<file path="config.mk">
export PLATFORM = sky130hd
export DESIGN_NAME = microphones_flat
export DESIGN_NICKNAME = d
export VERILOG_FILES = /design/src/rtl/microphones_if.sv /design/src/rtl/microphones.sv /design/src/flat_wrapper.sv
export SDC_FILE = /design/constraint.sdc
export NUM_CORES = 1
export LEC_CHECK = 0
export CAP_MARGIN = 5
export CORE_MARGIN = 8
export CORE_UTILIZATION = 55
export CTS_CLUSTER_SIZE = 28
export DETAILED_ROUTE_END_ITERATION = 10
export DONT_BUFFER_PORTS = 1
export PLACE_DENSITY_LB_ADDON = 0.15
export SKIP_LAST_GASP = 1
export SYNTH_ARGS = -nofsm -noshare
export SYNTH_HDL_FRONTEND = slang
export SYNTH_SLANG_ARGS = --single-unit
export TNS_END_PERCENT = 20
</file>
<file path="constraint.sdc">
create_clock -name clk_in -period 2.6 [get_ports clk_in]
set_input_delay 0.52 -clock clk_in [delete_from_list [all_inputs] [get_ports clk_in]]
set_output_delay 0.52 -clock clk_in [all_outputs]
set_load 0.005 [all_outputs]
</file>
<file path="src/rtl/microphones_if.sv">
// Microphone pin and sample-output bundle for the microphones I2S receiver.
// The master modport is the receiver's view; the slave modport is the pins/consumer side.
interface microphones_if #(
    parameter int unsigned NUM_MICS = 1,
    parameter int unsigned SAMPLE_W = 24
);
    logic [NUM_MICS-1:0]          mic_data;
    logic                         mic_sck;
    logic                         mic_ws;
    logic [NUM_MICS*SAMPLE_W-1:0] sample_out;
    logic                         sample_channel;
    logic                         sample_valid;

    modport master (
        input  mic_data,
        output mic_sck,
        output mic_ws,
        output sample_out,
        output sample_channel,
        output sample_valid
    );

    modport slave (
        output mic_data,
        input  mic_sck,
        input  mic_ws,
        input  sample_out,
        input  sample_channel,
        input  sample_valid
    );
endinterface

</file>
<file path="src/rtl/microphones.sv">
// I2S master receiver: generates SCK/WS and deserialises SAMPLE_W-bit MSB-first samples per mic.
// Define MIC_STEREO_EN to capture the right slot as well; by default only the left slot is reported.
module microphones #(
    parameter int unsigned NUM_MICS = 1,
    parameter int unsigned SCK_DIV  = 32,
    parameter int unsigned SAMPLE_W = 24
) (
    input  logic          clk_in,
    input  logic          rst_in,
    microphones_if.master bus
);
    localparam int unsigned DIV_W   = (SCK_DIV > 2) ? $clog2(SCK_DIV) : 1;
    localparam int unsigned OUT_W   = NUM_MICS * SAMPLE_W;
    localparam logic [DIV_W-1:0] RISE_AT = DIV_W'(SCK_DIV / 2 - 1);
    localparam logic [DIV_W-1:0] FALL_AT = DIV_W'(SCK_DIV - 1);
    localparam logic [4:0]       LAST_K  = 5'(SAMPLE_W);

`ifdef MIC_STEREO_EN
    localparam bit STEREO = 1'b1;
`else
    localparam bit STEREO = 1'b0;
`endif

    logic [DIV_W-1:0]                   div_q,   div_d;
    logic                               sck_q,   sck_d;
    logic [5:0]                         bit_q,   bit_d;
    logic                               ws_q,    ws_d;
    logic [NUM_MICS-1:0][SAMPLE_W-1:0]  shift_q, shift_d;
    logic                               done_q,  done_d;
    logic [OUT_W-1:0]                   out_q,   out_d;
    logic                               chan_q,  chan_d;
    logic                               valid_q, valid_d;

    logic       rise_c;
    logic       fall_c;
    logic       capture_c;
    logic [4:0] k_c;

    // Next-state: divider, frame counter, capture shift and completion strobe
    always_comb begin
        div_d   = div_q;
        sck_d   = sck_q;
        bit_d   = bit_q;
        ws_d    = ws_q;
        shift_d = shift_q;
        done_d  = 1'b0;
        out_d   = out_q;
        chan_d  = chan_q;
        valid_d = 1'b0;

        rise_c    = (div_q == RISE_AT);
        fall_c    = (div_q == FALL_AT);
        k_c       = bit_q[4:0];
        capture_c = rise_c && (k_c != 5'd0) && (k_c <= LAST_K) && (STEREO || !ws_q);

        div_d = fall_c ? '0 : div_q + 1'b1;

        if (rise_c) begin
            sck_d = 1'b1;
        end
        // WS follows bit_cnt[5] and therefore only changes with the SCK falling edge
        if (fall_c) begin
            sck_d = 1'b0;
            bit_d = bit_q + 6'd1;
            ws_d  = bit_d[5];
        end

        if (capture_c) begin
            for (int unsigned m = 0; m < NUM_MICS; m++) begin
                shift_d[m] = {shift_q[m][SAMPLE_W-2:0], bus.mic_data[m]};
            end
            done_d = (k_c == LAST_K);
        end

        if (done_q) begin
            out_d   = shift_q;
            chan_d  = STEREO ? ws_q : 1'b0;
            valid_d = 1'b1;
        end
    end

    // State register; reset discards any partial sample
    always_ff @(posedge clk_in or negedge rst_in) begin
        if (!rst_in) begin
            div_q   <= '0;
            sck_q   <= 1'b0;
            bit_q   <= '0;
            ws_q    <= 1'b0;
            shift_q <= '0;
            done_q  <= 1'b0;
            out_q   <= '0;
            chan_q  <= 1'b0;
            valid_q <= 1'b0;
        end else begin
            div_q   <= div_d;
            sck_q   <= sck_d;
            bit_q   <= bit_d;
            ws_q    <= ws_d;
            shift_q <= shift_d;
            done_q  <= done_d;
            out_q   <= out_d;
            chan_q  <= chan_d;
            valid_q <= valid_d;
        end
    end

    assign bus.mic_sck        = sck_q;
    assign bus.mic_ws         = ws_q;
    assign bus.sample_out     = out_q;
    assign bus.sample_channel = chan_q;
    assign bus.sample_valid   = valid_q;

endmodule

</file>
<file path="src/flat_wrapper.sv">
// flat-port wrapper written by rule: the top's interface ports become plain ports
module microphones_flat 
#(
    parameter int unsigned NUM_MICS = 1,
    parameter int unsigned SCK_DIV  = 32,
    parameter int unsigned SAMPLE_W = 24
)
  (clk_in, rst_in, bus_mic_data, bus_mic_sck, bus_mic_ws, bus_sample_out, bus_sample_channel, bus_sample_valid);
  microphones_if #(.NUM_MICS(NUM_MICS), .SAMPLE_W(SAMPLE_W)) bus_i ();
  input  logic clk_in;
  input  logic rst_in;
  input wire logic [$bits(bus_i.mic_data)-1:0] bus_mic_data;
  output wire logic [$bits(bus_i.mic_sck)-1:0] bus_mic_sck;
  output wire logic [$bits(bus_i.mic_ws)-1:0] bus_mic_ws;
  output wire logic [$bits(bus_i.sample_out)-1:0] bus_sample_out;
  output wire logic [$bits(bus_i.sample_channel)-1:0] bus_sample_channel;
  output wire logic [$bits(bus_i.sample_valid)-1:0] bus_sample_valid;
  assign bus_i.mic_data = bus_mic_data;
  assign bus_mic_sck = bus_i.mic_sck;
  assign bus_mic_ws = bus_i.mic_ws;
  assign bus_sample_out = bus_i.sample_out;
  assign bus_sample_channel = bus_i.sample_channel;
  assign bus_sample_valid = bus_i.sample_valid;
  microphones #(.NUM_MICS(NUM_MICS), .SCK_DIV(SCK_DIV), .SAMPLE_W(SAMPLE_W)) u_core (.clk_in(clk_in), .rst_in(rst_in), .bus(bus_i));
endmodule
</file>
==> impl_metrics.prom, run 1 <==
# TYPE chip_impl_metric gauge
chip_impl_info{name="mostFrequentLayoutCell",value="dfrtp_1"} 1
chip_impl_metric{name="core",unit="um^2"} 4350
chip_impl_metric{name="vias_after_detailed_routing",unit=""} 1138
chip_impl_info{name="cts.root.buffer_cell",value="clkbuf_8"} 1
chip_impl_info{name="timing.critical_path.slowest_stage_cell",value="buf_4"} 1
chip_impl_metric{name="maximum_resistive_drop_on_vdd",unit="uV"} 488
chip_impl_metric{name="cts_setup_buffers",unit=""} 0
chip_impl_metric{name="final.setup.tns",unit="ps"} 0
chip_impl_metric{name="finalWeightedCongestion",unit=""} 0.676
chip_impl_metric{name="worstPathArrival",unit="ps"} 2290
chip_impl_metric{name="route.detailed.drc",unit=""} 0
chip_impl_metric{name="cts_max_path_buffers",unit=""} 2
chip_impl_metric{name="setup_viol",unit=""} 0
chip_impl_metric{name="design.final.nets",unit=""} 170
chip_impl_info{name="crit_top_cell",value="ha_1"} 1
chip_impl_info{name="critPathCaptureType",value="flip-flop"} 1
chip_impl_metric{name="grt.total_usage",unit="%"} 11.5
chip_impl_metric{name="synth.yosys.seq_area_share",unit="%"} 62.2
chip_impl_metric{name="initial_antenna_violation_count",unit=""} 0
chip_impl_metric{name="syn_inst",unit=""} 155
chip_impl_metric{name="maximum_net_fanout_on_the_critical_path",unit=""} 24
chip_impl_metric{name="num_io_pins",unit=""} 31
chip_impl_metric{name="dp_hpwl",unit="mm"} 2.39
chip_impl_metric{name="cts_inserted_buffers",unit=""} 9
chip_impl_info{name="worst_setup_path_start_kind",value="flip-flop"} 1
chip_impl_metric{name="multi_input_comb_area",unit="um^2"} 878
chip_impl_info{name="timing.hold.worst.class",value="in -> async"} 1
chip_impl_metric{name="power.density",unit="nW/um^2"} 682
chip_impl_metric{name="route.antenna.remaining_nets",unit=""} 0
chip_impl_metric{name="die_x",unit="um"} 83.3
chip_impl_metric{name="via_count_of_the_first_global_routing_pass",unit=""} 1232
chip_impl_metric{name="ys_seq_elements",unit=""} 62
chip_impl_metric{name="synth_largest_type_area_fraction",unit="%"} 62.2
chip_impl_metric{name="cts.sink_count",unit=""} 62
chip_impl_metric{name="worst_skew_pair.late_latency",unit="ps"} 330
chip_impl_metric{name="die_area",unit="um^2"} 6940
chip_impl_metric{name="die_height",unit="um"} 83.3
chip_impl_metric{name="final_hold_viol_count",unit=""} 0
chip_impl_metric{name="grt_pass1_wl",unit="mm"} 6.27
chip_impl_metric{name="synthesis.area",unit="um^2"} 2490
chip_impl_metric{name="cts.reportedPaths.clkPinSlew",unit="ps"} 60
chip_impl_metric{name="final_util",unit="%"} 63.6
chip_impl_metric{name="fillers",unit=""} 313
chip_impl_metric{name="grt_start_max_net_pins",unit=""} 63
chip_impl_metric{name="placement.io_buffers",unit=""} 0
chip_impl_metric{name="final_period_minus_worst_setup_slack",unit="ps"} 2080
chip_impl_metric{name="cts-htree-levels",unit=""} 3
chip_impl_metric{name="fraction_of_layout_instances_using_a_drive_strength_above_1",unit="%"} 40.7
chip_impl_metric{name="max-cap-violations",unit=""} 0
chip_impl_metric{name="insertedDiodeCount",unit=""} 0
chip_impl_metric{name="drt_iter0_markers",unit=""} 52
chip_impl_metric{name="final.setup_skew",unit="ps"} 5.14
chip_impl_metric{name="wirelength",unit="mm"} 3.62
chip_impl_metric{name="initial_core_util",unit="%"} 57.2
chip_impl_metric{name="worst-r2r-cell-count",unit=""} 7
chip_impl_info{name="worst-setup-path-type",value="reg -> reg"} 1
chip_impl_metric{name="wp_data_required",unit="ps"} 2810
chip_impl_metric{name="ctsResizeCount",unit=""} 0
chip_impl_metric{name="area_growth",unit="%"} 11.0
chip_impl_metric{name="first_pass_iters",unit=""} 4
chip_impl_metric{name="floorplan.rows",unit=""} 24
chip_impl_info{name="synth.largest_area_cell",value="dfrtp_1"} 1
chip_impl_info{name="cells_traversed_along_the_worst_timing_path",value="ha_1 -> and3_1 -> ha_1 -> nand2b_1 -> a211oi_4 -> buf_4 -> mux2_2"} 1
chip_impl_metric{name="yosys_warnings",unit=""} 0
chip_impl_metric{name="sequential_cell_area",unit="um^2"} 1550
chip_impl_info{name="status",value="finished, final reports clean"} 1
chip_impl_metric{name="syn_avg_cell_area",unit="um^2"} 16.1
chip_impl_metric{name="max_freq",unit="GHz"} 0.481
chip_impl_metric{name="slew_viol_final",unit=""} 0
chip_impl_metric{name="final_min_period_over_clock_period",unit="%"} 80.0
chip_impl_metric{name="largest_incremental_delay_on_the_critical_path",unit="ps"} 390
chip_impl_info{name="grt_setup_unrepaired",value="false"} 1
chip_impl_metric{name="average_routed_wire_per_standard_cell",unit="um"} 16.5
chip_impl_info{name="synthTopCellsByArea",value="dfrtp_1, mux2_2, mux2_4, ha_1, xnor2_1"} 1
chip_impl_metric{name="net_count_of_the_mapped_netlist",unit=""} 163
chip_impl_metric{name="overflow",unit=""} 0
chip_impl_info{name="most_frequent_cells_in_the_layout",value="dfrtp_1, mux2_2, mux2_4"} 1
chip_impl_metric{name="routed_via_density",unit=""} 5.20
chip_impl_metric{name="leakagePower",unit="nW"} 1.37
chip_impl_info{name="clock_tree_from_tritoncts",value="yes"} 1
chip_impl_metric{name="synth_cell_types",unit=""} 25
==> logic make-up (layout without fill, tap and decap cells) <==
logic type,Yosys count,in the layout,synth area share (%)
flops,62,62,62.2
mux,48,48,24.7
simple gates,19,19,4.42
buf+inv,11,23,2.51
xor+xnor,7,7,2.46
fa+ha+maj,5,5,2.51
compound gates,2,2,1.00
other cells,1,1,0.150
==> path summary, 6_finish.rpt <==
path	endpoint	slack [ps]	from
setup reg to reg	u_core.shift_q[10]	520	u_core.div_q[0]
hold / removal	u_core.bus.sample_out[1]	60	rst_in
max in group asynchronous	u_core.bus.mic_ws	2300	rst_in
min in group clk_in	u_core.shift_q[0]	340	bus_mic_data
setup / recovery	u_core.shift_q[10]	520	u_core.div_q[0]
hold reg to reg	u_core.div_q[0]	470	u_core.div_q[0]
==> sequential cells by signal, summed over array words and instances, names as in the netlist <==
| name | cells |
|---|---|
| u_core.bus.sample_out | 24 |
| u_core.shift_q | 24 |
| u_core.bit_q | 5 |
| u_core.div_q | 5 |
| u_core.bus.mic_sck | 1 |
| u_core.bus.mic_ws | 1 |
| u_core.bus.sample_valid | 1 |
| u_core.done_q | 1 |
==> through the flow <==
step                      setup WS, ps  instance area (um^2)  hold WS (ps)  power, mW  cells
after floorplan                    721                  2490           224      0.987    155
after global placement             577                  2520           226      0.986    202
after detailed placement           509                  2520           226      0.986    202
after CTS                          508                  2770          54.7       1.92    219
after global routing               382                  2770          59.3       1.97    219
final                              520                  2770          61.1       1.89    219
==> worst max-delay path: cells and delay by family, from the launching register on <==
kind / cells / cell delay [ps]
compound gates: 1 / 150
simple gates: 2 / 290
fa+ha+maj: 2 / 350
buf+inv: 1 / 390
mux: 1 / 390
flops: 1 / 380
==> layer usage <==
layer	vias to the layer above	GRT usage (%)	wire length, um
li1	540	-	-
met1	567	13.4	1560
met2	26	16.6	1760
met3	5	5.96	255
met4	0	6.23	42
met5	-	0	0
==> cells in the mapped netlist <==
cell type  number
a211oi_4        1
and2_1          1
and3_1          1
buf_2           2
buf_4           1
buf_6           2
clkbuf_1        2
conb_1          1
dfrtp_1        62
ha_1            5
inv_1           4
mux2_2         28
mux2_4         20
nand2_1         3
nand2b_1        1
nand2b_4        1
nand3_1         1
nand4_1         2
nor2_1          6
nor2b_1         1
nor3_1          1
nor4b_2         1
o21ai_0         1
xnor2_1         4
xor2_1          3
==> power breakdown <==
| group | internal, mW | total [mW] | switching, mW | leakage [nW] |
|---|---|---|---|---|
| registers | 0.966 | 0.966 | 0.000609 | 0.845 |
| logic | 0.00550 | 0.0232 | 0.0177 | 0.417 |
| clock network | 0.563 | 0.898 | 0.335 | 0.110 |
| total | 1.53 | 1.89 | 0.353 | 1.37 |
==> timing repair <==
action | 4_1_cts | 5_1_grt
endpoints found under the hold margin | 62 | 0
setup endpoints to repair | 0 | 0
hold buffers | 1 | 0
==> final cells by class <==
class / instances / area share [%]
flip-flops and latches: 62 / 56.1
multi-input cells: 82 / 31.7
clock buffers: 12 / 5.24
clock inverters: 4 / 2.53
well taps: 52 / 2.35
repair buffers: 3 / 1.54
inverters: 4 / 0.542
No activity file was read; power rests on OpenSTA's default activity.
==> run 2, diff against run 1 <==
Clock period 2.6 ns to 1.8 ns, I/O delays scaled along.
==> impl_metrics.prom, run 2 (same netlist as run 1, synthesis figures left out) <==
# TYPE chip_impl_metric gauge
chip_impl_info{name="timing.hold.worst.class",value="in -> async"} 1
chip_impl_info{name="top_layer",value="met4"} 1
chip_impl_metric{name="grt.total_usage",unit="%"} 12.1
chip_impl_metric{name="final_worst_setup_slack",unit="ps"} -113
chip_impl_metric{name="first_pass_iters",unit=""} 3
chip_impl_metric{name="slew_viol_final",unit=""} 0
chip_impl_metric{name="maximum_net_fanout_on_the_critical_path",unit=""} 12
chip_impl_metric{name="floorplan.rows",unit=""} 24
chip_impl_metric{name="max-cap-violations",unit=""} 0
chip_impl_info{name="worst-setup-path-type",value="reg -> reg"} 1
chip_impl_metric{name="worst_skew_pair.late_latency",unit="ps"} 330
chip_impl_metric{name="setup_viol",unit=""} 24
chip_impl_info{name="most_frequent_cells_in_the_layout",value="dfrtp_1, mux2_2, mux2_4"} 1
chip_impl_info{name="clock_tree_from_tritoncts",value="yes"} 1
chip_impl_info{name="cts.root.buffer_cell",value="clkbuf_8"} 1
chip_impl_metric{name="final_hold_viol_count",unit=""} 62
chip_impl_metric{name="leakagePower",unit="nW"} 1.41
chip_impl_metric{name="routed_via_density",unit=""} 5.30
chip_impl_metric{name="cts-htree-levels",unit=""} 3
chip_impl_info{name="worst_setup_path_start_kind",value="flip-flop"} 1
chip_impl_info{name="critPathCaptureType",value="flip-flop"} 1
chip_impl_metric{name="core",unit="um^2"} 4350
chip_impl_metric{name="final.setup_skew",unit="ps"} 5.77
chip_impl_metric{name="worstPathArrival",unit="ps"} 2120
chip_impl_info{name="mostFrequentLayoutCell",value="dfrtp_1"} 1
chip_impl_metric{name="finalWeightedCongestion",unit=""} 0.676
chip_impl_metric{name="area_growth",unit="%"} 16.6
chip_impl_metric{name="cts_max_path_buffers",unit=""} 2
chip_impl_metric{name="vias_after_detailed_routing",unit=""} 1220
chip_impl_metric{name="power.density",unit="nW/um^2"} 873
chip_impl_metric{name="placement.io_buffers",unit=""} 0
chip_impl_metric{name="drt-met1-wl",unit="mm"} 1.79
chip_impl_metric{name="num_io_pins",unit=""} 31
chip_impl_metric{name="met3WireLength",unit="um"} 251
chip_impl_metric{name="fillers",unit=""} 302
chip_impl_metric{name="route.antenna.remaining_nets",unit=""} 0
chip_impl_metric{name="via_count_of_the_first_global_routing_pass",unit=""} 1287
chip_impl_metric{name="final_period_minus_worst_setup_slack",unit="ps"} 1910
chip_impl_metric{name="cts.sink_count",unit=""} 62
chip_impl_metric{name="design.final.nets",unit=""} 181
chip_impl_metric{name="dp_hpwl",unit="mm"} 2.58
chip_impl_metric{name="wirelength",unit="mm"} 4.06
chip_impl_metric{name="drt_iter0_markers",unit=""} 59
chip_impl_metric{name="wl_met2",unit="mm"} 1.91
chip_impl_metric{name="cts_inserted_buffers",unit=""} 9
chip_impl_info{name="grt_setup_unrepaired",value="true"} 1
chip_impl_metric{name="die_x",unit="um"} 83.3
chip_impl_metric{name="fraction_of_layout_instances_using_a_drive_strength_above_1",unit="%"} 46.1
chip_impl_metric{name="finalNonFillerCells",unit=""} 230
chip_impl_metric{name="average_routed_wire_per_standard_cell",unit="um"} 17.6
chip_impl_metric{name="cts.reportedPaths.clkPinSlew",unit="ps"} 70
chip_impl_metric{name="place_inst",unit=""} 207
chip_impl_metric{name="insertedDiodeCount",unit=""} 0
chip_impl_metric{name="route.detailed.drc",unit=""} 0
chip_impl_metric{name="initial_antenna_violation_count",unit=""} 0
chip_impl_metric{name="max_freq",unit="GHz"} 0.523
chip_impl_metric{name="grt_start_max_net_pins",unit=""} 63
chip_impl_info{name="status",value="finished with violations"} 1
chip_impl_metric{name="wp_data_required",unit="ps"} 2010
chip_impl_metric{name="die_height",unit="um"} 83.3
chip_impl_metric{name="overflow",unit=""} 0
chip_impl_metric{name="final_min_period_over_clock_period",unit="%"} 106
chip_impl_metric{name="preCtsSetupSlack",unit="ps"} -66.4
chip_impl_metric{name="initial_core_util",unit="%"} 57.2
chip_impl_metric{name="grt_pass1_wl",unit="mm"} 6.67
chip_impl_metric{name="maximum_resistive_drop_on_vdd",unit="uV"} 570
chip_impl_info{name="violated_checks",value="hold timing, setup timing"} 1
chip_impl_metric{name="die_area",unit="um^2"} 6940
chip_impl_metric{name="hold-worst-slack",unit="ps"} -282
[run 2: final timing paths]
check	slack [ps]	cells after the start	startpoint	endpoint
hold / removal	-280	0	rst_in	u_core.bus.sample_out[1]
max in group asynchronous	1990	0	rst_in	u_core.bus.sample_out[6]
setup / recovery	-110	8	u_core.div_q[1]	u_core.shift_q[6]
setup reg to reg	-110	8	u_core.div_q[1]	u_core.shift_q[6]
min in group clk_in	170	1	bus_mic_data	u_core.shift_q[0]
hold reg to reg	530	1	u_core.bus.mic_ws	u_core.bus.mic_ws
[run 2: layout make-up]
cell class                 count  area [um^2]  area share [%]
sequential                    62         1550            53.4
multi-input combinational     82          926            31.9
timing repair buffer          14          165            5.68
clock buffer                  12          135            4.65
tap                           52         65.1            2.24
clock inverter                 4         47.5            1.64
inverter                       4         15.0           0.517
[run 2: critical path: stages (launching register included)]
cell and delay (ps):
dfrtp_1 370, ha_2 190, and3_4 200, ha_4 140, nand2b_4 60, a211oi_4 170
buf_4 170, clkbuf_16 180, mux2_4 300
[run 2: stage by stage]
step           hold slack (ps)  power [mW]  setup TNS (ps)  instance area (um^2)  utilization [%]
2_1_floorplan             64.4        1.43            -859                  2520                -
3_3_place_gp              66.2        1.42               0                  2620             60.1
3_5_place_dp              66.3        1.42            -659                  2620             60.1
4_1_cts                   -296        2.56            -980                  2800             64.3
5_1_grt                   -303        2.63           -2810                  2910             66.7
6_report                  -282        2.54           -1870                  2910             66.7
[run 2: routing by layer]
layer  global-route usage, %  vias to the layer above
li1                        -                      560
met1                    14.7                      626
met2                    16.9                       25
met3                    5.08                        9
met4                    8.15                        0
met5                       0                        -
[run 2: report_power, final]
group	total (mW)	internal [mW]	switching [mW]
clock network	1.14	0.636	0.501
logic	0.00231	0.00152	0.000788
registers	1.40	1.39	0.000899
[run 2: timing repair]
| item | in CTS | in global routing |
|---|---|---|
| endpoints found under the hold margin | 62 | 62 |
| setup endpoints to repair | 24 | 24 |
| resized for setup | 0 | 4 |
| cloned | 0 | 2 |
| buffers inserted | 0 | 5 |
==> run 3, diff against run 2 <==
Settings changed: CORE_MARGIN 8 to 2, CTS_BUF_LIST from default to sky130_fd_sc_hd__clkbuf_2.
==> impl_metrics.prom, run 3 (same netlist as run 1, synthesis figures left out) <==
# TYPE chip_impl_metric gauge
chip_impl_metric{name="core",unit="um^2"} 4350
chip_impl_metric{name="average_routed_wire_per_standard_cell",unit="um"} 16.8
chip_impl_metric{name="cts_inserted_buffers",unit=""} 9
chip_impl_info{name="violated_checks",value="setup timing"} 1
chip_impl_metric{name="maximum_net_fanout_on_the_critical_path",unit=""} 6
chip_impl_metric{name="die_height",unit="um"} 71.3
chip_impl_info{name="mostFrequentLayoutCell",value="dfrtp_1"} 1
chip_impl_metric{name="worst-r2r-cell-count",unit=""} 8
chip_impl_metric{name="cts.sink_count",unit=""} 62
chip_impl_metric{name="finalWeightedCongestion",unit=""} 0.689
chip_impl_metric{name="worst_skew_pair.late_latency",unit="ps"} 470
chip_impl_metric{name="setup_viol",unit=""} 24
chip_impl_info{name="reg2reg_to",value="u_core.shift_q[11]"} 1
chip_impl_metric{name="power.share.switching",unit="%"} 23.3
chip_impl_metric{name="cts_max_path_buffers",unit=""} 2
chip_impl_info{name="timing.hold.worst.class",value="in -> async"} 1
chip_impl_info{name="worst-setup-path-type",value="reg -> reg"} 1
chip_impl_metric{name="final.setup_skew",unit="ps"} 23.3
chip_impl_metric{name="placement.io_buffers",unit=""} 0
chip_impl_info{name="crit_start",value="u_core.div_q[0]"} 1
chip_impl_metric{name="maximum_resistive_drop_on_vdd",unit="uV"} 402
chip_impl_metric{name="power.density",unit="nW/um^2"} 723
chip_impl_metric{name="combPwrFrac",unit="%"} 1.9
chip_impl_metric{name="vias_after_detailed_routing",unit=""} 1239
chip_impl_info{name="status",value="finished with violations"} 1
chip_impl_metric{name="regToRegSetupSlack",unit="ps"} -100
chip_impl_info{name="clock_tree_from_tritoncts",value="yes"} 1
chip_impl_info{name="grt_setup_unrepaired",value="true"} 1
chip_impl_info{name="cells_traversed_along_the_worst_timing_path",value="ha_2 -> and3_4 -> ha_4 -> nand2b_4 -> a211oi_4 -> buf_6 -> buf_12 -> mux2_2"} 1
chip_impl_info{name="critical_path_endpoint",value="u_core.shift_q[11]"} 1
chip_impl_metric{name="insertedDiodeCount",unit=""} 0
chip_impl_metric{name="area_growth",unit="%"} 13.2
chip_impl_metric{name="final_hold_viol_count",unit=""} 0
chip_impl_metric{name="die_x",unit="um"} 71.3
chip_impl_info{name="worst_setup_path_start_kind",value="flip-flop"} 1
chip_impl_metric{name="total_power",unit="mW"} 2.04
chip_impl_info{name="regToRegStartpoint",value="u_core.div_q[0]"} 1
chip_impl_metric{name="max-cap-violations",unit=""} 0
chip_impl_info{name="timing.critical_path.slowest_stage_cell",value="dfrtp_1"} 1
chip_impl_metric{name="wirelength",unit="mm"} 3.88
chip_impl_metric{name="worstPathArrival",unit="ps"} 2250
chip_impl_metric{name="grt_pass1_wl",unit="mm"} 6.40
chip_impl_metric{name="cts-htree-levels",unit=""} 3
chip_impl_metric{name="final_worst_setup_slack",unit="ps"} -98.6
chip_impl_metric{name="num_io_pins",unit=""} 31
chip_impl_metric{name="grt_start_max_net_pins",unit=""} 63
chip_impl_metric{name="cts.reportedPaths.clkPinSlew",unit="ps"} 160
chip_impl_metric{name="max_freq",unit="GHz"} 0.527
chip_impl_metric{name="initial_core_util",unit="%"} 57.2
chip_impl_metric{name="fraction_of_layout_instances_using_a_drive_strength_above_1",unit="%"} 44.9
chip_impl_metric{name="preCtsSetupSlack",unit="ps"} -51.4
chip_impl_metric{name="route.detailed.drc",unit=""} 0
chip_impl_info{name="most_frequent_cells_in_the_layout",value="dfrtp_1, mux2_2, mux2_4"} 1
chip_impl_metric{name="p_int",unit="mW"} 1.56
chip_impl_metric{name="power_frac_clock",unit="%"} 29.6
chip_impl_metric{name="route.antenna.remaining_nets",unit=""} 0
chip_impl_info{name="cts.root.buffer_cell",value="clkbuf_2"} 1
chip_impl_metric{name="final_min_period_over_clock_period",unit="%"} 105
chip_impl_metric{name="design.final.nets",unit=""} 183
chip_impl_metric{name="via_count_of_the_first_global_routing_pass",unit=""} 1341
chip_impl_metric{name="final_period_minus_worst_setup_slack",unit="ps"} 1900
chip_impl_metric{name="first_pass_iters",unit=""} 6
chip_impl_metric{name="drt_iter0_markers",unit=""} 74
chip_impl_info{name="critPathCaptureType",value="flip-flop"} 1
chip_impl_metric{name="floorplan.rows",unit=""} 24
chip_impl_metric{name="initial_antenna_violation_count",unit=""} 0
chip_impl_metric{name="sequentialPowerShare",unit="%"} 68.5
chip_impl_metric{name="dp_hpwl",unit="mm"} 2.40
chip_impl_metric{name="grt.total_usage",unit="%"} 16.9
chip_impl_metric{name="routed_via_density",unit=""} 5.39
chip_impl_metric{name="largest_incremental_delay_on_the_critical_path",unit="ps"} 390
chip_impl_metric{name="overflow",unit=""} 0
chip_impl_metric{name="leakagePower",unit="nW"} 1.39
chip_impl_metric{name="die_area",unit="um^2"} 5090
chip_impl_metric{name="wp_data_required",unit="ps"} 2160
chip_impl_metric{name="slew_viol_final",unit=""} 0
chip_impl_metric{name="total_switching_power",unit="mW"} 0.475
chip_impl_metric{name="final.setup.tns",unit="ps"} -1920
run 3: power by group through the flow:
stage / registers [mW] / logic, mW / clock network (mW)
final: 1.40 / 0.0386 / 0.604
after global placement: 1.42 / 0.00217 / 0
after detailed placement: 1.42 / 0.00231 / 0
after floorplan: 1.42 / 0.00373 / 0
after CTS: 1.40 / 0.0402 / 0.628
after global routing: 1.40 / 0.0441 / 0.681
run 3: final cells by class:
| type | instances | area, um^2 |
|---|---|---|
| well taps | 52 | 65.1 |
| flip-flops and latches | 62 | 1550 |
| inverters | 4 | 15.0 |
| fillers | 317 | 1530 |
| clock buffers | 10 | 50.0 |
| multi-input cells | 82 | 910 |
| repair buffers | 16 | 213 |
| clock inverters | 4 | 16.3 |
run 3: worst max-delay path, delay by kind of cell (launching register included):
kind | cells | cell delay, ps
AND/OR/NAND/NOR | 2 | 260
flip-flops | 1 | 390
AO/OA/AOI/OAI | 1 | 200
multiplexers | 1 | 330
buffers and inverters | 2 | 280
adder cells (fa/ha/maj) | 2 | 320
run 3: worst min-delay path by stage:
stage / end / start / cells after the start / slack [ps]
after global routing: u_core.shift_q[14] / rst_in / 2 / 390
after CTS: u_core.bus.sample_out[18] / rst_in / 2 / 370
after detailed placement: u_core.bus.sample_out[0] / rst_in / 0 / 70
after global placement: u_core.bus.sample_out[0] / rst_in / 0 / 70
after floorplan: u_core.bit_q[0] / rst_in / 0 / 60
final: u_core.shift_q[14] / rst_in / 2 / 400
run 3: routing by layer:
metal	part of all wire (%)	vias up	global-route usage [%]
met5	0	-	0
met2	49	33	25.5
li1	-	563	-
met1	44	635	20.8
met4	1.9	0	8.81
met3	5.1	8	7.31
run 3: what timing repair did:
action	in CTS	in global routing
pin swaps	0	1
buffers inserted	0	3
hold endpoints to repair	63	0
hold buffers	3	0
gates resized for setup	0	2
gates cloned	0	3
setup endpoints to repair	24	24
run 3: through the flow:
| step | cells | hold WS [ps] | utilization (%) | instance area (um^2) |
|---|---|---|---|---|
| 6_report | 230 | 399 | 64.8 | 2820 |
| 5_1_grt | 230 | 392 | 64.8 | 2820 |
| 4_1_cts | 224 | 372 | 62.7 | 2730 |
| 3_5_place_dp | 207 | 65.8 | 60.1 | 2620 |
| 3_3_place_gp | 207 | 65.7 | 60.1 | 2620 |
| 2_1_floorplan | 155 | 64.4 | - | 2520 |
